`config.mk`:
```
export PLATFORM = sky130hd
export DESIGN_NAME = fifo_ptr_ctrl_flat
export DESIGN_NICKNAME = d
export VERILOG_FILES = /design/src/rtl/fifo_ptr_ctrl_if.sv /design/src/rtl/fifo_ptr_ctrl.sv /design/src/flat_wrapper.sv
export SDC_FILE = /design/constraint.sdc
export NUM_CORES = 1
export LEC_CHECK = 0
export ABC_AREA = 1
export CORE_UTILIZATION = 55
export CTS_BUF_LIST = sky130_fd_sc_hd__clkbuf_16
export CTS_CLUSTER_DIAMETER = 30
export DETAILED_ROUTE_END_ITERATION = 8
export DONT_BUFFER_PORTS = 1
export PLACE_DENSITY = 0.69
export RECOVER_POWER = 100
export REMOVE_ABC_BUFFERS = 1
export SYNTH_ARGS = -nofsm -noshare
export SYNTH_HDL_FRONTEND = slang
export SYNTH_SLANG_ARGS = --single-unit
```
`constraint.sdc`:
```
create_clock -name clk -period 2.4 [get_ports clk]
set_input_delay 0.48 -clock clk [delete_from_list [all_inputs] [get_ports clk]]
set_output_delay 0.48 -clock clk [all_outputs]
set_load 0.005 [all_outputs]
```
`src/rtl/fifo_ptr_ctrl_if.sv`:
```
// Handshake and status bundle between the FIFO pointer controller and its user.
// The controller side uses the slave modport.
interface fifo_ptr_ctrl_if #(
  parameter int MQS = 3
);
  logic           push;
  logic           pop;
  logic [MQS:0]   afull_thr;
  logic [MQS:0]   aempty_thr;
  logic           write;
  logic           read;
  logic [MQS-1:0] wr_ptr;
  logic [MQS-1:0] rd_ptr;
  logic [MQS:0]   count;
  logic           full;
  logic           empty;
  logic           almost_full;
  logic           almost_empty;
  logic           overflow_err;
  logic           underflow_err;
  logic [1:0]     state;

  modport master (
    output push, pop, afull_thr, aempty_thr,
    input  write, read, wr_ptr, rd_ptr, count, full, empty,
           almost_full, almost_empty, overflow_err, underflow_err, state
  );

  modport slave (
    input  push, pop, afull_thr, aempty_thr,
    output write, read, wr_ptr, rd_ptr, count, full, empty,
           almost_full, almost_empty, overflow_err, underflow_err, state
  );
endinterface

```
`src/rtl/fifo_ptr_ctrl.sv`:
```
// Pointer, occupancy and flag controller for a FIFO built on a RAM with
// combinational read and clocked write.
//
// state  | meaning
// INIT   | one cycle after reset release; latches thresholds, no accesses
// ACTIVE | qualified push/pop turn into RAM writes/reads
// ERROR  | overflow or underflow seen; everything frozen until reset
module fifo_ptr_ctrl #(
  parameter int MAIN_QUEUE_SIZE = 3
) (
  input  logic          clk,
  input  logic          reset_L,
  fifo_ptr_ctrl_if.slave bus
);
  localparam int MQS = MAIN_QUEUE_SIZE;
  localparam int DEPTH = 2 ** MQS;
  localparam logic [MQS:0] DEPTH_C = (MQS + 1)'(DEPTH);

  typedef enum logic [1:0] {
    ST_INIT   = 2'b00,
    ST_ACTIVE = 2'b01,
    ST_ERROR  = 2'b10
  } state_t;

  state_t         state_q;
  logic [MQS-1:0] wr_ptr_q;
  logic [MQS-1:0] rd_ptr_q;
  logic [MQS:0]   count_q;
  logic [MQS:0]   afull_thr_q;
  logic [MQS:0]   aempty_thr_q;
  logic           overflow_q;
  logic           underflow_q;

  logic active;
  logic full_c;
  logic empty_c;
  logic write_c;
  logic read_c;
  logic overflow_evt;
  logic underflow_evt;

  // A push on full is only taken when a pop frees the slot in the same cycle;
  // a pop on empty is never bypassed from a concurrent push.
  always_comb begin
    active        = (state_q == ST_ACTIVE);
    full_c        = (count_q == DEPTH_C);
    empty_c       = (count_q == '0);
    write_c       = active & bus.push & (~full_c | bus.pop);
    read_c        = active & bus.pop & ~empty_c;
    overflow_evt  = active & bus.push & full_c & ~bus.pop;
    underflow_evt = active & bus.pop & empty_c;
  end

  always_ff @(posedge clk or negedge reset_L) begin
    if (!reset_L) begin
      state_q      <= ST_INIT;
      wr_ptr_q     <= '0;
      rd_ptr_q     <= '0;
      count_q      <= '0;
      afull_thr_q  <= '0;
      aempty_thr_q <= '0;
      overflow_q   <= 1'b0;
      underflow_q  <= 1'b0;
    end else begin
      case (state_q)
        ST_INIT: begin
          afull_thr_q  <= bus.afull_thr;
          aempty_thr_q <= bus.aempty_thr;
          state_q      <= ST_ACTIVE;
        end
        ST_ACTIVE: begin
          wr_ptr_q <= wr_ptr_q + {{(MQS-1){1'b0}}, write_c};
          rd_ptr_q <= rd_ptr_q + {{(MQS-1){1'b0}}, read_c};
          count_q  <= count_q + {{MQS{1'b0}}, write_c} - {{MQS{1'b0}}, read_c};
          if (overflow_evt) begin
            overflow_q <= 1'b1;
          end
          if (underflow_evt) begin
            underflow_q <= 1'b1;
          end
          if (overflow_evt || underflow_evt) begin
            state_q <= ST_ERROR;
          end
        end
        ST_ERROR: begin
          state_q <= ST_ERROR;
        end
        default: begin
          state_q <= ST_ERROR;
        end
      endcase
    end
  end

  assign bus.write         = write_c;
  assign bus.read          = read_c;
  assign bus.wr_ptr        = wr_ptr_q;
  assign bus.rd_ptr        = rd_ptr_q;
  assign bus.count         = count_q;
  assign bus.full          = full_c;
  assign bus.empty         = empty_c;
  // Thresholds are meaningless until latched, so INIT forces the idle values.
  assign bus.almost_full   = (state_q != ST_INIT) & (count_q >= afull_thr_q);
  assign bus.almost_empty  = (state_q == ST_INIT) | (count_q <= aempty_thr_q);
  assign bus.overflow_err  = overflow_q;
  assign bus.underflow_err = underflow_q;
  assign bus.state         = state_q;
endmodule

```
`src/flat_wrapper.sv`:
```
// flat-port wrapper written by rule: the top's interface ports become plain ports
module fifo_ptr_ctrl_flat 
#(
  parameter int MAIN_QUEUE_SIZE = 3
)
  (clk, reset_L, bus_push, bus_pop, bus_afull_thr, bus_aempty_thr, bus_write, bus_read, bus_wr_ptr, bus_rd_ptr, bus_count, bus_full, bus_empty, bus_almost_full, bus_almost_empty, bus_overflow_err, bus_underflow_err, bus_state);
  fifo_ptr_ctrl_if #(.MQS((3))) bus_i ();
  input  logic clk;
  input  logic reset_L;
  input wire logic [$bits(bus_i.push)-1:0] bus_push;
  input wire logic [$bits(bus_i.pop)-1:0] bus_pop;
  input wire logic [$bits(bus_i.afull_thr)-1:0] bus_afull_thr;
  input wire logic [$bits(bus_i.aempty_thr)-1:0] bus_aempty_thr;
  output wire logic [$bits(bus_i.write)-1:0] bus_write;
  output wire logic [$bits(bus_i.read)-1:0] bus_read;
  output wire logic [$bits(bus_i.wr_ptr)-1:0] bus_wr_ptr;
  output wire logic [$bits(bus_i.rd_ptr)-1:0] bus_rd_ptr;
  output wire logic [$bits(bus_i.count)-1:0] bus_count;
  output wire logic [$bits(bus_i.full)-1:0] bus_full;
  output wire logic [$bits(bus_i.empty)-1:0] bus_empty;
  output wire logic [$bits(bus_i.almost_full)-1:0] bus_almost_full;
  output wire logic [$bits(bus_i.almost_empty)-1:0] bus_almost_empty;
  output wire logic [$bits(bus_i.overflow_err)-1:0] bus_overflow_err;
  output wire logic [$bits(bus_i.underflow_err)-1:0] bus_underflow_err;
  output wire logic [$bits(bus_i.state)-1:0] bus_state;
  assign bus_i.push = bus_push;
  assign bus_i.pop = bus_pop;
  assign bus_i.afull_thr = bus_afull_thr;
  assign bus_i.aempty_thr = bus_aempty_thr;
  assign bus_write = bus_i.write;
  assign bus_read = bus_i.read;
  assign bus_wr_ptr = bus_i.wr_ptr;
  assign bus_rd_ptr = bus_i.rd_ptr;
  assign bus_count = bus_i.count;
  assign bus_full = bus_i.full;
  assign bus_empty = bus_i.empty;
  assign bus_almost_full = bus_i.almost_full;
  assign bus_almost_empty = bus_i.almost_empty;
  assign bus_overflow_err = bus_i.overflow_err;
  assign bus_underflow_err = bus_i.underflow_err;
  assign bus_state = bus_i.state;
  fifo_ptr_ctrl #(.MAIN_QUEUE_SIZE(MAIN_QUEUE_SIZE)) u_core (.clk(clk), .reset_L(reset_L), .bus(bus_i));
endmodule
```
* After elaboration in Yosys (flattened, before gate mapping)
Index checks and enable logic that the tools add are counted. Widths: inputs -> output; s select.
Cells by class: bitwise logic cells 13, reductions and logical operators 6, add/subtract/negate cells 4, $mul 0, mux-type cells 2, shift operators 0, divide/modulo/power cells 0, equal/unequal tests 3, order comparisons 2
Operators by type and width (number):
- $and 1x1->1 | 8
- $add 3x1->3 | 2
- $add 4x1->4 | 1
- $eq 4x4->1 const B | 1
- $ge 4x4->1 | 1
- $le 4x4->1 | 1
- $logic_not 4->1 | 1
- $pmux 2 s2 | 1
- $reduce_and 2->1 | 2
- $sub 4x1->4 | 1
- $not 1->1 | 3
- $eq 2x1->1 const B | 1
- $logic_not 2->1 | 1
- $mux 2 | 1
- $ne 2x2->1 const B | 1
- $or 1x1->1 | 2
- $reduce_bool 2->1 | 1
- $logic_or 1x1->1 | 1
Word-level totals: output and inout port bits 20, bits in read-only memories 0, latch bits 0, memory bits (writable) 0, register bits 22, logic and storage cells 38, memories kept 0

* Depth between registers and ports, before layout
Gate-level depths: netlist of run 1.
word-level depth 7, depth in mapped cells 13, gate-level depth less buffers 13

* Worst setup path after synthesis of run 1
OpenSTA, ideal clock, no wires.
path kind register -> register, from reg u_core.count_q[2] (netlist: u_core.bus.count[2]), to reg u_core.count_q[1] (netlist: u_core.bus.count[1]), path buffers 0, setup time 0.127 ns, arrival time 2.022 ns, required time 2.273 ns, stages on the path, launching flop included 12, setup slack 0.251 ns, period minus slack after synthesis 2.149 ns, cells stage by stage dfrtp_1 > inv_1 > ha_1 > nand2_1 > inv_1 > nor2_2 > ha_1 > inv_1 > ha_1 > fa_1 > nand2_1 > o21ai_0
RTL lines:
- from (decl) | RTL line fifo_ptr_ctrl.sv:28 | logic [MQS:0] count_q;
- from (signal assigned) | RTL line fifo_ptr_ctrl.sv:74 | count_q <= count_q + {{MQS{1'b0}}, write_c} - {{MQS{1'b0}}, read_c};
- $logic_not 4->1 | RTL line fifo_ptr_ctrl.sv:47 | empty_c = (count_q == '0);
- named net bus_empty | RTL line flat_wrapper.sv:20 | output wire logic [$bits(bus_i.empty)-1:0] bus_empty;
- $not 1->1 | RTL line fifo_ptr_ctrl.sv:49 | read_c = active & bus.pop & ~empty_c;
- $and 1x1->1 | RTL line fifo_ptr_ctrl.sv:49
- named net bus_read | RTL line flat_wrapper.sv:15 | output wire logic [$bits(bus_i.read)-1:0] bus_read;
- $sub 4x1->4 | RTL line fifo_ptr_ctrl.sv:74
The timed path passes the listed nets, and every way through them passes these cells. A chain may end at the register's enable or synchronous reset.

* Final worst setup path of run 1
from reg u_core.count_q[2] (netlist: u_core.bus.count[2]), to reg u_core.count_q[2] (netlist: u_core.bus.count[2])
The elaborated chain is that of the path after synthesis.

==> results of run 1 <==
## sequential cells by signal, summed over array words and instances, names as in the netlist
signal	flops
u_core.aempty_thr_q	4
u_core.afull_thr_q	4
u_core.bus.count	4
u_core.bus.overflow_err	1
u_core.bus.rd_ptr	3
u_core.bus.state	2
u_core.bus.underflow_err	1
u_core.bus.wr_ptr	3
## routing by layer
metal,wire length [um],part of all wire,vias to the layer above,track usage
li1,-,-,479,-
met1,1150,0.45,447,0.252
met5,0,0,-,0
met2,1260,0.49,33,0.399
met3,117,0.046,7,0.0357
met4,40,0.016,0,0.0901
## repair_timing
item / 4_1_cts / 5_1_grt
resized for setup: 0 / 3
endpoints found under the setup margin: 0 / 2
setup buffers: 0 / 0
hold endpoints to repair: 22 / 0
hold buffers: 1 / 0
## cells by family (layout without fill, tap and decap cells)
group	after synthesis	count (layout)	share of synthesized area
xor+xnor	3	3	0.0197
compound gates	18	18	0.0845
buf+inv	27	33	0.0845
fa+ha+maj	19	19	0.184
flops	22	22	0.413
simple gates	59	59	0.214
## cells in the final DEF, fill, tap and decap left out, drive strengths merged
| cell type | n |
|---|---|
| ha | 18 |
| nand2 | 43 |
| a21oi | 4 |
| inv | 25 |
| nor2 | 7 |
| or2 | 1 |
| buf | 2 |
| fa | 1 |
| nand4 | 1 |
| nand3 | 7 |
| clkbuf | 5 |
| dlygate4sd3 | 1 |
| o21ai | 11 |
| xnor2 | 3 |
| o21bai | 3 |
| dfrtp | 22 |
## final cells by class
cell class	count	area [sq um]	share of cell area
multi-input cells	99	669	0.459
flip-flops and latches	22	553	0.379
inverters	25	93.8	0.0643
clock buffers	3	75.1	0.0515
well taps	28	35.0	0.0240
repair buffers	5	32.5	0.0223
## worst max path at each step
stage	start	to	depth (start not counted)
CTS	u_core.bus.count[2]$_DFFE_PN0N_	u_core.bus.count[2]$_DFFE_PN0N_	10
global route	u_core.bus.count[2]$_DFFE_PN0N_	u_core.bus.count[2]$_DFFE_PN0N_	11
floorplan	u_core.bus.count[2]$_DFFE_PN0N_	u_core.bus.count[1]$_DFFE_PN0N_	11
detailed placement	u_core.bus.count[2]$_DFFE_PN0N_	u_core.bus.count[2]$_DFFE_PN0N_	10
finish	u_core.bus.count[2]$_DFFE_PN0N_	u_core.bus.count[2]$_DFFE_PN0N_	11
global placement	u_core.bus.count[2]$_DFFE_PN0N_	u_core.bus.count[2]$_DFFE_PN0N_	10
## critical path: stages (launching register included)
cell                      delay, ns
sky130_fd_sc_hd__dfrtp_2       0.45
sky130_fd_sc_hd__inv_2         0.10
sky130_fd_sc_hd__ha_1          0.14
sky130_fd_sc_hd__nand2_1       0.08
sky130_fd_sc_hd__inv_1         0.12
sky130_fd_sc_hd__nor2_2        0.07
sky130_fd_sc_hd__ha_1          0.27
sky130_fd_sc_hd__inv_1         0.04
sky130_fd_sc_hd__ha_1          0.20
sky130_fd_sc_hd__fa_1          0.39
sky130_fd_sc_hd__xnor2_1       0.19
sky130_fd_sc_hd__o21ai_0       0.09
## power by group
group / internal [mW] / leakage [nW] / total [mW] / switching, mW
logic: 0.342 / 0.483 / 0.864 / 0.522
clock network: 0.220 / 0.0370 / 0.343 / 0.123
registers: 0.538 / 0.272 / 0.688 / 0.149
total: 1.10 / 0.792 / 1.89 / 0.794
## stage by stage
stage	utilization	cells	instance area (sq um)	total power [mW]
after floorplan	-	146	1310	1.31
after global placement	0.612	178	1380	1.49
after detailed placement	0.612	178	1380	1.55
after CTS	0.649	182	1460	1.91
after global routing	0.647	182	1460	2.07
final	0.647	182	1460	1.89
==> flow_summary.html, run 1 <==
<table>
<tr><th>Metric</th><th>Value</th></tr>
<tr><th colspan="2">Run status</th></tr>
<tr><td>Result of the run</td><td>finished, final reports clean</td></tr>
<tr><th colspan="2">Synthesis</th></tr>
<tr><td>FF+latch count, synth</td><td>22</td></tr>
<tr><td>Area contributors post-synth</td><td>sky130_fd_sc_hd__dfrtp_1 41%, sky130_fd_sc_hd__ha_1 17%, sky130_fd_sc_hd__nand2_1 11%</td></tr>
<tr><td>Predominant post-synthesis flop cell</td><td>sky130_fd_sc_hd__dfrtp_1</td></tr>
<tr><td>Gate count of the mapped netlist</td><td>about 150</td></tr>
<tr><td>Dominant cell by count in the synthesized netlist</td><td>sky130_fd_sc_hd__nand2_1</td></tr>
<tr><td>Post-synth top area cell</td><td>sky130_fd_sc_hd__dfrtp_1</td></tr>
<tr><td>Async S/R FF share, synth</td><td>1.00</td></tr>
<tr><td>Netlist cell types</td><td>23</td></tr>
<tr><td>Sequential fraction of the synthesis area</td><td>0.413</td></tr>
<tr><td>Yosys warning count</td><td>0</td></tr>
<tr><td>Proportion of netlist area held by the largest area contributor</td><td>0.413</td></tr>
<tr><td>Average size of a mapped cell</td><td>between 9 and 10 sq um</td></tr>
<tr><td>Syn Std Cell Area</td><td>1330 sq um</td></tr>
<tr><td>Most frequent cells after synthesis</td><td>40 x sky130_fd_sc_hd__nand2_1, 24 x sky130_fd_sc_hd__inv_1, 22 x sky130_fd_sc_hd__dfrtp_1, 18 x sky130_fd_sc_hd__ha_1, 10 x sky130_fd_sc_hd__o21ai_0</td></tr>
<tr><td>Count of flip-flops with a built-in enable after synthesis</td><td>0</td></tr>
<tr><th colspan="2">Timing</th></tr>
<tr><td>Setup skew after layout</td><td>roughly 0.0037 ns</td></tr>
<tr><td>Transition time of the tightest slew-check pin</td><td>0.975 ns</td></tr>
<tr><td>Min cycle time layout</td><td>2.27 ns</td></tr>
<tr><td>RSZ-0062 raised after global routing</td><td>no</td></tr>
<tr><td>Post-Route Hold Slack</td><td>between 0.3 and 0.4 ns</td></tr>
<tr><td>Worst Slack Setup Final</td><td>around 0.13 ns</td></tr>
<tr><td>Setup TNS after final layout</td><td>0 ns</td></tr>
<tr><td>Slew Limit Fails</td><td>0</td></tr>
<tr><td>Final setup vio count</td><td>0</td></tr>
<tr><td>Ratio of final minimum period to clock period</td><td>0.944</td></tr>
<tr><td>Worst slew margin</td><td>0.348</td></tr>
<tr><td>Number of hold violations in the final report</td><td>0</td></tr>
<tr><td>Fmax achieved</td><td>441 MHz</td></tr>
<tr><th colspan="2">Final layout</th></tr>
<tr><td>Antenna Cells</td><td>0</td></tr>
<tr><td>Number of filler instances in the final layout</td><td>between 200 and 250</td></tr>
<tr><td>Fraction of final layout cells sized beyond drive strength 1</td><td>0.143</td></tr>
<tr><td>Total Nets Final</td><td>roughly 190</td></tr>
<tr><td>Signed area change from the synthesized netlist to the final layout</td><td>9.48%</td></tr>
<tr><th colspan="2">Clock network</th></tr>
<tr><td>Root buffer cell</td><td>sky130_fd_sc_hd__clkbuf_16</td></tr>
<tr><td>Worst-case clock buffer depth</td><td>2</td></tr>
<tr><td>Clock tree from TritonCTS</td><td>done</td></tr>
<tr><td>Clock latency reported for the late side of the worst-skew pair</td><td>about 0.25 ns</td></tr>
<tr><td>TritonCTS sink count</td><td>22</td></tr>
<tr><td>Clock-pin slew of the registers on the worst-case setup and hold paths</td><td>about 0.05 ns</td></tr>
<tr><td>H-Tree Level Count</td><td>1</td></tr>
<tr><td>Number of buffers added by the clock tree synthesis step</td><td>3</td></tr>
<tr><th colspan="2">Power and ir drop</th></tr>
<tr><td>Cell Pwr Density</td><td>about 1300 nW/um^2</td></tr>
<tr><td>Maximum ir drop on the vdd rail</td><td>between 0.7 and 0.8 mV</td></tr>
<tr><td>Leakage component of the power</td><td>0.792 nW</td></tr>
<tr><th colspan="2">Route</th></tr>
<tr><td>Final routed wirelength across all metal layers</td><td>approximately 2.6 mm</td></tr>
<tr><td>DRC violations left</td><td>0</td></tr>
<tr><td>Vias after detailed routing</td><td>~970</td></tr>
<tr><td>Number of nets with antenna violations after detailed routing</td><td>0</td></tr>
<tr><td>TritonRoute pass-1 iters</td><td>4</td></tr>
<tr><td>Initial detailed-routing violation count</td><td>24</td></tr>
<tr><td>Vias per Instance</td><td>5.31</td></tr>
<tr><td>Detail-routed net length per standard cell</td><td>approximately 14 um</td></tr>
<tr><th colspan="2">Floorplan</th></tr>
<tr><td>Number of top-level design ports</td><td>32</td></tr>
<tr><td>Vertical extent of the die</td><td>about 51 um</td></tr>
<tr><td>Core Rows</td><td>17</td></tr>
<tr><td>Die area</td><td>roughly 2600 sq um</td></tr>
<tr><td>Floorplan die width</td><td>around 50 um</td></tr>
<tr><td>Floorplan Core Area</td><td>between 2000 and 2500 sq um</td></tr>
<tr><td>Initial standard-cell utilization of the core</td><td>0.591</td></tr>
<tr><th colspan="2">Setup path</th></tr>
<tr><td>Reg2reg end</td><td>u_core.bus.count[2]$_DFFE_PN0N_</td></tr>
<tr><td>Worst setup slack for register-to-register paths</td><td>~0.13 ns</td></tr>
<tr><td>Reg2reg start</td><td>u_core.bus.count[2]$_DFFE_PN0N_</td></tr>
<tr><td>Element type at the critical path end</td><td>flop</td></tr>
<tr><td>Critical Path Source Type</td><td>flop</td></tr>
<tr><td>Crit path DAT</td><td>between 2 and 2.5 ns</td></tr>
<tr><td>Crit path max fanout</td><td>5</td></tr>
<tr><td>Worst endpoint required time</td><td>between 2 and 3 ns</td></tr>
<tr><td>Start-to-end type of the worst setup path</td><td>reg2reg</td></tr>
<tr><td>Number of cells on the worst reg-to-reg path</td><td>11</td></tr>
<tr><th colspan="2">GRT</th></tr>
<tr><td>Antenna violations before repair</td><td>0</td></tr>
<tr><td>Maximum number of pins on one net before global-route repair</td><td>23</td></tr>
<tr><td>First-pass GRT wire length</td><td>between 4 and 5 mm</td></tr>
<tr><td>Leftover overflow at the end of global routing</td><td>0</td></tr>
<tr><td>Total global-route track usage</td><td>0.219</td></tr>
<tr><td>Number of global-route vias before repair</td><td>around 960</td></tr>
<tr><th colspan="2">Min path</th></tr>
<tr><td>End of the worst hold path</td><td>u_core.aempty_thr_q[3]$_DFFE_PN0P_</td></tr>
<tr><td>Hold Crit Class</td><td>in2reg</td></tr>
<tr><td>Hold path startpoint</td><td>bus_aempty_thr[3]</td></tr>
<tr><td>Worst hold stages</td><td>2</td></tr>
<tr><th colspan="2">Placed design</th></tr>
<tr><td>Pre-CTS worst setup slack</td><td>approximately 0.10 ns</td></tr>
<tr><td>GPL Wtd Cong</td><td>slightly below 0.9</td></tr>
<tr><td>DPL Wire Length</td><td>1.89 mm</td></tr>
<tr><td>Port bufs</td><td>0</td></tr>
<tr><th colspan="2">Job</th></tr>
<tr><td>Maximum capacitance violations</td><td>0</td></tr>
</table>
Power figures use the tool's default switching activity.
==> run 2: changes to the inputs <==
CORE_UTILIZATION = 40   (was 55)
PLACE_DENSITY = 0.53   (was 0.69)
==> run 2 against run 1 <==
Effect of this change: combinational power up 0.6%; clock power rose by 3%; power fell by 0.53%; count of clock-buffer cells in the layout is the same; routed wire length is 2.2% higher; critical endpoint is now bus_almost_empty; largest power group unchanged.
==> flow_summary.html, run 2 (synthesis results as in run 1) <==
<table>
<tr><th>Metric</th><th>Value</th></tr>
<tr><th colspan="2">Timing</th></tr>
<tr><td>Setup TNS after final layout</td><td>0 ns (unchanged)</td></tr>
<tr><td>Slew Limit Fails</td><td>0 (unchanged)</td></tr>
<tr><td>Min cycle time layout</td><td>2.21 ns (was 2.27 ns)</td></tr>
<tr><td>Worst slew margin</td><td>0.303 (was 0.348)</td></tr>
<tr><td>Ratio of final minimum period to clock period</td><td>0.922 (was 0.944)</td></tr>
<tr><td>Fmax achieved</td><td>452 MHz (was 441 MHz)</td></tr>
<tr><td>RSZ-0062 raised after global routing</td><td>no (unchanged)</td></tr>
<tr><td>Final setup vio count</td><td>0 (unchanged)</td></tr>
<tr><td>Transition time of the tightest slew-check pin</td><td>1.04 ns (was 0.975 ns)</td></tr>
<tr><td>Setup skew after layout</td><td>0.00223 ns (was 0.00366 ns)</td></tr>
<tr><td>Post-Route Hold Slack</td><td>0.345 ns (was 0.353 ns)</td></tr>
<tr><td>Number of hold violations in the final report</td><td>0 (unchanged)</td></tr>
<tr><td>Worst Slack Setup Final</td><td>0.188 ns (was 0.133 ns)</td></tr>
<tr><th colspan="2">Route</th></tr>
<tr><td>Vias after detailed routing</td><td>936 (was 966)</td></tr>
<tr><td>DRC violations left</td><td>0 (unchanged)</td></tr>
<tr><td>Initial detailed-routing violation count</td><td>44 (was 24)</td></tr>
<tr><td>Final routed wirelength across all metal layers</td><td>2.62 mm (was 2.56 mm)</td></tr>
<tr><td>Number of nets with antenna violations after detailed routing</td><td>0 (unchanged)</td></tr>
<tr><td>Vias per Instance</td><td>4.66 (was 5.31)</td></tr>
<tr><td>TritonRoute pass-1 iters</td><td>4 (unchanged)</td></tr>
<tr><td>Detail-routed net length per standard cell</td><td>13.0 um (was 14.1 um)</td></tr>
<tr><th colspan="2">Final layout</th></tr>
<tr><td>Total Nets Final</td><td>189 (was 187)</td></tr>
<tr><td>Number of filler instances in the final layout</td><td>324 (was 202)</td></tr>
<tr><td>Post-route design area</td><td>1480 sq um (was 1460 sq um)</td></tr>
<tr><td>Final core occ</td><td>0.477 (was 0.647)</td></tr>
<tr><td>Most common cell after layout, fill and taps aside</td><td>sky130_fd_sc_hd__nand2_1 (unchanged)</td></tr>
<tr><td>Commonest cells after routing, fill and taps aside</td><td>40 x sky130_fd_sc_hd__nand2_1, 25 x sky130_fd_sc_hd__inv_1, 22 x sky130_fd_sc_hd__dfrtp_1 (was 40 x sky130_fd_sc_hd__nand2_1, 23 x sky130_fd_sc_hd__inv_1, 20 x sky130_fd_sc_hd__dfrtp_1)</td></tr>
<tr><td>Fraction of final layout cells sized beyond drive strength 1</td><td>0.102 (was 0.143)</td></tr>
<tr><td>Signed area change from the synthesized netlist to the final layout</td><td>11.0% (was 9.48%)</td></tr>
<tr><td>Non-filler instance count after layout</td><td>201 (was 182)</td></tr>
<tr><td>Antenna Cells</td><td>0 (unchanged)</td></tr>
<tr><th colspan="2">Floorplan</th></tr>
<tr><td>Die area</td><td>3570 sq um (was 2620 sq um)</td></tr>
<tr><td>Vertical extent of the die</td><td>59.7 um (was 51.2 um)</td></tr>
<tr><td>Floorplan Core Area</td><td>3100 sq um (was 2250 sq um)</td></tr>
<tr><td>Initial standard-cell utilization of the core</td><td>0.429 (was 0.591)</td></tr>
<tr><td>Floorplan die width</td><td>59.7 um (was 51.2 um)</td></tr>
<tr><td>Number of top-level design ports</td><td>32 (unchanged)</td></tr>
<tr><td>Core Rows</td><td>20 (was 17)</td></tr>
<tr><th colspan="2">Placed design</th></tr>
<tr><td>Area of placed instances</td><td>1410 sq um (was 1380 sq um)</td></tr>
<tr><td>DPL Wire Length</td><td>1.98 mm (was 1.89 mm)</td></tr>
<tr><td>Pre-CTS worst setup slack</td><td>0.190 ns (was 0.103 ns)</td></tr>
<tr><td>Port bufs</td><td>0 (unchanged)</td></tr>
<tr><td>Inst Count DP</td><td>196 (was 178)</td></tr>
<tr><td>GPL Wtd Cong</td><td>0.809 (was 0.869)</td></tr>
<tr><th colspan="2">Power and ir drop</th></tr>
<tr><td>Cell Pwr Density</td><td>1270 nW/um^2 (was 1300 nW/um^2)</td></tr>
<tr><td>Cell internal power dissipation</td><td>1.09 mW (was 1.10 mW)</td></tr>
<tr><td>Leakage component of the power</td><td>0.796 nW (was 0.792 nW)</td></tr>
<tr><td>Maximum ir drop on the vdd rail</td><td>0.406 mV (was 0.777 mV)</td></tr>
<tr><td>Sequential share of power</td><td>0.351 (was 0.363)</td></tr>
<tr><td>Final Total Pwr</td><td>1.88 mW (was 1.89 mW)</td></tr>
<tr><td>Proportion of power drawn by the clock network</td><td>0.188 (was 0.181)</td></tr>
<tr><td>Part of the power in combinational logic</td><td>0.461 (was 0.456)</td></tr>
<tr><td>Net Sw Power</td><td>0.789 mW (was 0.794 mW)</td></tr>
<tr><td>Switch share</td><td>0.419 (about the same)</td></tr>
<tr><th colspan="2">GRT</th></tr>
<tr><td>Global-route met2 utilization</td><td>0.244 (was 0.399)</td></tr>
<tr><td>Antenna violations before repair</td><td>0 (unchanged)</td></tr>
<tr><td>Met3 track demand over resource</td><td>0.0303 (was 0.0357)</td></tr>
<tr><td>Grt met1 use</td><td>0.239 (was 0.252)</td></tr>
<tr><td>Maximum number of pins on one net before global-route repair</td><td>23 (unchanged)</td></tr>
<tr><td>Total global-route track usage</td><td>0.167 (was 0.219)</td></tr>
<tr><td>Leftover overflow at the end of global routing</td><td>0 (unchanged)</td></tr>
<tr><td>First-pass GRT wire length</td><td>4.36 mm (was 4.22 mm)</td></tr>
<tr><td>Number of global-route vias before repair</td><td>904 (was 964)</td></tr>
<tr><td>Global-route layer with the greatest usage</td><td>met2 (unchanged)</td></tr>
<tr><th colspan="2">Clock network</th></tr>
<tr><td>Worst-case clock buffer depth</td><td>2 (unchanged)</td></tr>
<tr><td>Clock-pin slew of the registers on the worst-case setup and hold paths</td><td>0.06 ns (was 0.05 ns)</td></tr>
<tr><td>Clock latency reported for the late side of the worst-skew pair</td><td>0.25 ns (about the same)</td></tr>
<tr><td>Hold_buf cts</td><td>1 (unchanged)</td></tr>
<tr><td>Number of buffers added by the clock tree synthesis step</td><td>3 (unchanged)</td></tr>
<tr><td>Root buffer cell</td><td>sky130_fd_sc_hd__clkbuf_16 (unchanged)</td></tr>
<tr><td>Post-CTS setup buffer count</td><td>0 (unchanged)</td></tr>
<tr><td>Number of gates resized after cts</td><td>0 (unchanged)</td></tr>
<tr><td>Clock tree from TritonCTS</td><td>done (unchanged)</td></tr>
<tr><td>TritonCTS sink count</td><td>22 (unchanged)</td></tr>
<tr><td>H-Tree Level Count</td><td>1 (unchanged)</td></tr>
<tr><th colspan="2">Setup path</th></tr>
<tr><td>Worst setup slack for register-to-register paths</td><td>0.20 ns (was 0.13 ns)</td></tr>
<tr><td>Element type at the critical path end</td><td>primary output (was flop)</td></tr>
<tr><td>Crit path max fanout</td><td>16 (was 5)</td></tr>
<tr><td>Critical path cell sequence</td><td>nor2_2 &gt; clkbuf_1 &gt; inv_1 &gt; nand3_1 (was inv_2 &gt; ha_1 &gt; nand2_1 &gt; inv_1 &gt; nor2_2 &gt; ha_1 &gt; inv_1 &gt; ha_1 &gt; fa_1 &gt; xnor2_1 &gt; o21ai_0)</td></tr>
<tr><td>Buf/Inv on CP</td><td>2 (was 3)</td></tr>
<tr><td>Start-to-end type of the worst setup path</td><td>reg2out (was reg2reg)</td></tr>
<tr><td>Crit. Startpoint</td><td>u_core.bus.state[0]$_DFFE_PN0P_ (was u_core.bus.count[2]$_DFFE_PN0N_)</td></tr>
<tr><td>Cell with the largest stage delay on the worst path</td><td>sky130_fd_sc_hd__clkbuf_1 (was sky130_fd_sc_hd__dfrtp_2)</td></tr>
<tr><td>Count of cell instances traversed by the critical path</td><td>4 (was 11)</td></tr>
<tr><td>Number of cells on the worst reg-to-reg path</td><td>11 (unchanged)</td></tr>
<tr><td>Max stage delay on crit path</td><td>0.50 ns (was 0.45 ns)</td></tr>
<tr><td>Reg2reg end</td><td>u_core.bus.count[2]$_DFFE_PN0N_ (unchanged)</td></tr>
<tr><td>Worst endpoint required time</td><td>1.92 ns (was 2.53 ns)</td></tr>
<tr><td>Reg2reg start</td><td>u_core.bus.state[0]$_DFFE_PN0P_ (was u_core.bus.count[2]$_DFFE_PN0N_)</td></tr>
<tr><td>Family with the most delay on the worst path</td><td>buffers and inverters (was adder cells)</td></tr>
<tr><td>Critical Path Source Type</td><td>flop (unchanged)</td></tr>
<tr><td>Worst setup path endpoint</td><td>bus_almost_empty (was u_core.bus.count[2]$_DFFE_PN0N_)</td></tr>
<tr><td>Crit path DAT</td><td>1.73 ns (was 2.39 ns)</td></tr>
<tr><th colspan="2">Run status</th></tr>
<tr><td>Result of the run</td><td>finished, final reports clean (unchanged)</td></tr>
<tr><th colspan="2">Job</th></tr>
<tr><td>Maximum capacitance violations</td><td>0 (unchanged)</td></tr>
<tr><th colspan="2">Min path</th></tr>
<tr><td>Hold Crit Class</td><td>in2reg (unchanged)</td></tr>
</table>
-- run 2: final cells by class --
cell class	instances	area (sq um)	share of cell area
multi-input combinational	99	664	0.449
sequential	22	551	0.372
inverter	25	93.8	0.0635
clock buffer	3	75.1	0.0508
tap	44	55.1	0.0372
timing repair buffer	7	36.3	0.0245
clock inverter	1	3.75	0.00254
-- run 2: worst register-to-register path, cell delays in order (launching register included) --
cell and delay (ns):
sky130_fd_sc_hd__dfrtp_1 0.43, sky130_fd_sc_hd__inv_1 0.09, sky130_fd_sc_hd__nor2_4 0.24, sky130_fd_sc_hd__nand2_4 0.09
sky130_fd_sc_hd__inv_1 0.06, sky130_fd_sc_hd__nand2_1 0.06, sky130_fd_sc_hd__ha_1 0.27, sky130_fd_sc_hd__inv_1 0.03
sky130_fd_sc_hd__ha_1 0.20, sky130_fd_sc_hd__fa_1 0.38, sky130_fd_sc_hd__xnor2_1 0.15, sky130_fd_sc_hd__o21ai_0 0.08
-- run 2: power groups by stage --
stage	clock network, mW	registers (mW)	logic (mW)
2_1_floorplan	0	0.661	0.653
3_3_place_gp	0	0.663	0.869
6_report	0.353	0.661	0.869
5_1_grt	0.384	0.683	1.03
3_5_place_dp	0	0.670	0.897
4_1_cts	0.371	0.665	0.917
-- run 2: worst min-delay path by stage --
stage	from	to	slack, ns	depth (start not counted)
detailed placement	reset_L	u_core.bus.wr_ptr[2]$_DFFE_PN0N_	0.18	0
global placement	reset_L	u_core.bus.wr_ptr[2]$_DFFE_PN0N_	0.18	0
finish	bus_aempty_thr[0]	u_core.aempty_thr_q[0]$_DFFE_PN0P_	0.35	2
floorplan	reset_L	u_core.aempty_thr_q[0]$_DFFE_PN0P_	0.18	0
global route	bus_aempty_thr[0]	u_core.aempty_thr_q[0]$_DFFE_PN0P_	0.35	2
CTS	bus_aempty_thr[0]	u_core.aempty_thr_q[0]$_DFFE_PN0P_	0.34	2
-- run 2: metal layers --
layer  vias to the layer above  routed length [um]
met5                         -                   0
met4                         0                  44
met3                         5                 115
met2                        21                1080
met1                       426                1380
li1                        484                   -
==> run 3: changes to the inputs <==
BUFFER_PORTS_ARGS = -buffer_cell sky130_fd_sc_hd__buf_2   (was default)
DONT_BUFFER_PORTS = default   (was 1)
PLACE_DENSITY = 0.62   (was 0.53)
==> run 3 against run 2 <==
Effect of this change: utilization is 5.4 points higher; largest cell class unchanged; register-to-register slack barely moved; combinational power is 17% higher; design area up 11%.
==> flow_summary.html, run 3 (synthesis results as in run 1) <==
<table>
<tr><th>Metric</th><th>Value</th></tr>
<tr><th colspan="2">GRT</th></tr>
<tr><td>Met3 track demand over resource</td><td>0.0476 (was 0.0303)</td></tr>
<tr><td>Number of global-route vias before repair</td><td>1044 (was 904)</td></tr>
<tr><td>First-pass GRT wire length</td><td>4.34 mm (was 4.36 mm)</td></tr>
<tr><td>Maximum number of pins on one net before global-route repair</td><td>23 (unchanged)</td></tr>
<tr><td>Grt met1 use</td><td>0.200 (was 0.239)</td></tr>
<tr><td>Global-route layer with the greatest usage</td><td>met2 (unchanged)</td></tr>
<tr><td>Global-route met2 utilization</td><td>0.279 (was 0.244)</td></tr>
<tr><td>Antenna violations before repair</td><td>0 (unchanged)</td></tr>
<tr><td>Total global-route track usage</td><td>0.164 (was 0.167)</td></tr>
<tr><td>Leftover overflow at the end of global routing</td><td>0 (unchanged)</td></tr>
<tr><th colspan="2">Run status</th></tr>
<tr><td>Result of the run</td><td>finished, final reports clean (unchanged)</td></tr>
<tr><th colspan="2">Floorplan</th></tr>
<tr><td>Initial standard-cell utilization of the core</td><td>0.429 (unchanged)</td></tr>
<tr><td>Die area</td><td>3570 sq um (unchanged)</td></tr>
<tr><td>Floorplan Core Area</td><td>3100 sq um (unchanged)</td></tr>
<tr><td>Core Rows</td><td>20 (unchanged)</td></tr>
<tr><td>Number of top-level design ports</td><td>32 (unchanged)</td></tr>
<tr><td>Floorplan die width</td><td>59.7 um (unchanged)</td></tr>
<tr><td>Vertical extent of the die</td><td>59.7 um (unchanged)</td></tr>
<tr><th colspan="2">Clock network</th></tr>
<tr><td>Number of buffers added by the clock tree synthesis step</td><td>3 (unchanged)</td></tr>
<tr><td>Clock-pin slew of the registers on the worst-case setup and hold paths</td><td>0.06 ns (about the same)</td></tr>
<tr><td>Worst-case clock buffer depth</td><td>2 (unchanged)</td></tr>
<tr><td>Post-CTS setup buffer count</td><td>0 (unchanged)</td></tr>
<tr><td>H-Tree Level Count</td><td>1 (unchanged)</td></tr>
<tr><td>Root buffer cell</td><td>sky130_fd_sc_hd__clkbuf_16 (unchanged)</td></tr>
<tr><td>Clock latency reported for the late side of the worst-skew pair</td><td>0.25 ns (about the same)</td></tr>
<tr><td>Hold_buf cts</td><td>0 (was 1)</td></tr>
<tr><td>Clock tree from TritonCTS</td><td>done (unchanged)</td></tr>
<tr><td>Number of gates resized after cts</td><td>0 (unchanged)</td></tr>
<tr><td>TritonCTS sink count</td><td>22 (unchanged)</td></tr>
<tr><th colspan="2">Power and ir drop</th></tr>
<tr><td>Maximum ir drop on the vdd rail</td><td>0.619 mV (was 0.406 mV)</td></tr>
<tr><td>Leakage component of the power</td><td>0.924 nW (was 0.796 nW)</td></tr>
<tr><td>Final Total Pwr</td><td>2.13 mW (was 1.88 mW)</td></tr>
<tr><td>Cell Pwr Density</td><td>1290 nW/um^2 (was 1270 nW/um^2)</td></tr>
<tr><th colspan="2">Setup path</th></tr>
<tr><td>Cell with the largest stage delay on the worst path</td><td>sky130_fd_sc_hd__dfrtp_1 (was sky130_fd_sc_hd__clkbuf_1)</td></tr>
<tr><td>Family with the most delay on the worst path</td><td>adder cells (was buffers and inverters)</td></tr>
<tr><td>Worst endpoint required time</td><td>2.56 ns (was 1.92 ns)</td></tr>
<tr><td>Start-to-end type of the worst setup path</td><td>reg2reg (was reg2out)</td></tr>
<tr><td>Max stage delay on crit path</td><td>0.39 ns (was 0.50 ns)</td></tr>
<tr><td>Cell mode on critical path</td><td>sky130_fd_sc_hd__ha_1</td></tr>
<tr><td>Crit path max fanout</td><td>4 (was 16)</td></tr>
<tr><td>Crit path DAT</td><td>2.35 ns (was 1.73 ns)</td></tr>
<tr><td>Critical Path Source Type</td><td>flop (unchanged)</td></tr>
<tr><td>Buf/Inv on CP</td><td>2 (unchanged)</td></tr>
<tr><td>Element type at the critical path end</td><td>flop (was primary output)</td></tr>
<tr><td>Critical path cell sequence</td><td>inv_1 &gt; ha_1 &gt; nand3_2 &gt; nand2_1 &gt; ha_1 &gt; inv_1 &gt; ha_1 &gt; fa_1 &gt; xnor2_1 &gt; o21ai_0 (was nor2_2 &gt; clkbuf_1 &gt; inv_1 &gt; nand3_1)</td></tr>
<tr><th colspan="2">Placed design</th></tr>
<tr><td>DPL Wire Length</td><td>2.03 mm (was 1.98 mm)</td></tr>
<tr><td>GPL Wtd Cong</td><td>0.812 (was 0.809)</td></tr>
<tr><td>Port bufs</td><td>31 (was 0)</td></tr>
<tr><th colspan="2">Timing</th></tr>
<tr><td>Min cycle time layout</td><td>2.19 ns (was 2.21 ns)</td></tr>
<tr><td>Transition time of the tightest slew-check pin</td><td>1.16 ns (was 1.04 ns)</td></tr>
<tr><td>RSZ-0062 raised after global routing</td><td>no (unchanged)</td></tr>
<tr><td>Ratio of final minimum period to clock period</td><td>0.911 (was 0.922)</td></tr>
<tr><td>Fmax achieved</td><td>458 MHz (was 452 MHz)</td></tr>
<tr><td>Setup TNS after final layout</td><td>0 ns (unchanged)</td></tr>
<tr><td>Slew Limit Fails</td><td>0 (unchanged)</td></tr>
<tr><td>Final setup vio count</td><td>0 (unchanged)</td></tr>
<tr><td>Setup skew after layout</td><td>0.00699 ns (was 0.00223 ns)</td></tr>
<tr><td>Worst slew margin</td><td>0.226 (was 0.303)</td></tr>
<tr><td>Number of hold violations in the final report</td><td>0 (unchanged)</td></tr>
<tr><th colspan="2">Route</th></tr>
<tr><td>Vias after detailed routing</td><td>1053 (was 936)</td></tr>
<tr><td>Final routed wirelength across all metal layers</td><td>2.59 mm (was 2.62 mm)</td></tr>
<tr><td>Number of nets with antenna violations after detailed routing</td><td>0 (unchanged)</td></tr>
<tr><td>DRC violations left</td><td>0 (unchanged)</td></tr>
<tr><td>Detail-routed net length per standard cell</td><td>11.2 um (was 13.0 um)</td></tr>
<tr><td>Initial detailed-routing violation count</td><td>27 (was 44)</td></tr>
<tr><td>Vias per Instance</td><td>4.56 (was 4.66)</td></tr>
<tr><td>TritonRoute pass-1 iters</td><td>4 (unchanged)</td></tr>
<tr><th colspan="2">Final layout</th></tr>
<tr><td>Most common cell after layout, fill and taps aside</td><td>sky130_fd_sc_hd__nand2_1 (unchanged)</td></tr>
<tr><td>Number of filler instances in the final layout</td><td>322 (was 324)</td></tr>
<tr><td>Antenna Cells</td><td>0 (unchanged)</td></tr>
<tr><td>Total Nets Final</td><td>219 (was 189)</td></tr>
<tr><td>Commonest cells after routing, fill and taps aside</td><td>40 x sky130_fd_sc_hd__nand2_1, 24 x sky130_fd_sc_hd__inv_1, 23 x sky130_fd_sc_hd__buf_2 (was 40 x sky130_fd_sc_hd__nand2_1, 25 x sky130_fd_sc_hd__inv_1, 22 x sky130_fd_sc_hd__dfrtp_1)</td></tr>
<tr><td>Signed area change from the synthesized netlist to the final layout</td><td>23.7% (was 11.0%)</td></tr>
<tr><td>Fraction of final layout cells sized beyond drive strength 1</td><td>0.225 (was 0.102)</td></tr>
<tr><th colspan="2">Job</th></tr>
<tr><td>Maximum capacitance violations</td><td>0 (unchanged)</td></tr>
<tr><th colspan="2">Min path</th></tr>
<tr><td>Hold Crit Class</td><td>in2reg (unchanged)</td></tr>
</table>
run 3: worst reg2reg max path, cell delays in order (launching register included):
cell and delay (ns):
sky130_fd_sc_hd__dfrtp_1 0.39, sky130_fd_sc_hd__inv_1 0.09, sky130_fd_sc_hd__ha_1 0.22, sky130_fd_sc_hd__nand3_2 0.11, sky130_fd_sc_hd__nand2_1 0.08, sky130_fd_sc_hd__ha_1 0.27
sky130_fd_sc_hd__inv_1 0.04, sky130_fd_sc_hd__ha_1 0.20, sky130_fd_sc_hd__fa_1 0.39, sky130_fd_sc_hd__xnor2_1 0.13, sky130_fd_sc_hd__o21ai_0 0.17
run 3: worst paths after layout:
check,slack [ns],end,from,depth (start not counted)
worst max-delay path,0.21,u_core.bus.count[2]$_DFFE_PN0N_,u_core.bus.count[2]$_DFFE_PN0N_,10
worst min-delay path,0.43,u_core.aempty_thr_q[0]$_DFFE_PN0P_,bus_aempty_thr[0],3
worst max register to register,0.21,u_core.bus.count[2]$_DFFE_PN0N_,u_core.bus.count[2]$_DFFE_PN0N_,10
worst min register to register,0.46,u_core.bus.underflow_err$_DFFE_PN0P_,u_core.bus.underflow_err$_DFFE_PN0P_,1
max in group asynchronous,1.27,u_core.bus.state[1]$_DFFE_PN0P_,reset_L,1
min in group asynchronous,0.44,u_core.bus.rd_ptr[0]$_DFFE_PN0N_,reset_L,1
run 3: metrics by stage:
stage / hold WS [ns] / area (sq um) / util / setup WS (ns) / std cells
3_3_place_gp: 0.441 / 1550 / 0.501 / 0.248 / 225
5_1_grt: 0.436 / 1650 / 0.531 / 0.0276 / 231
4_1_cts: 0.202 / 1660 / 0.535 / 0.138 / 229
6_report: 0.427 / 1650 / 0.531 / 0.214 / 231
2_1_floorplan: 0.184 / 1310 / - / 0.245 / 146
3_5_place_dp: 0.452 / 1550 / 0.501 / 0.168 / 225
run 3: layout make-up:
type,instances,area [sq um],share of cell area
flip-flops and latches,22,551,0.334
clock buffers,3,75.1,0.0456
repair buffers,37,179,0.109
clock inverters,1,30.0,0.0182
well taps,44,55.1,0.0334
multi-input cells,99,664,0.403
inverters,25,93.8,0.0569
run 3: metal layers:
layer,vias up,share of wire
li1,542,-
met1,492,0.45
met2,15,0.50
met3,4,0.039
met4,0,0.013
met5,-,0
run 3: report_power, final:
| group | leakage (nW) | internal (mW) | total [mW] | switching, mW |
|---|---|---|---|---|
| registers | 0.274 | 0.535 | 0.648 | 0.113 |
| logic | 0.598 | 0.441 | 1.02 | 0.581 |
| clock network | 0.0511 | 0.331 | 0.460 | 0.129 |
| total | 0.924 | 1.31 | 2.13 | 0.824 |
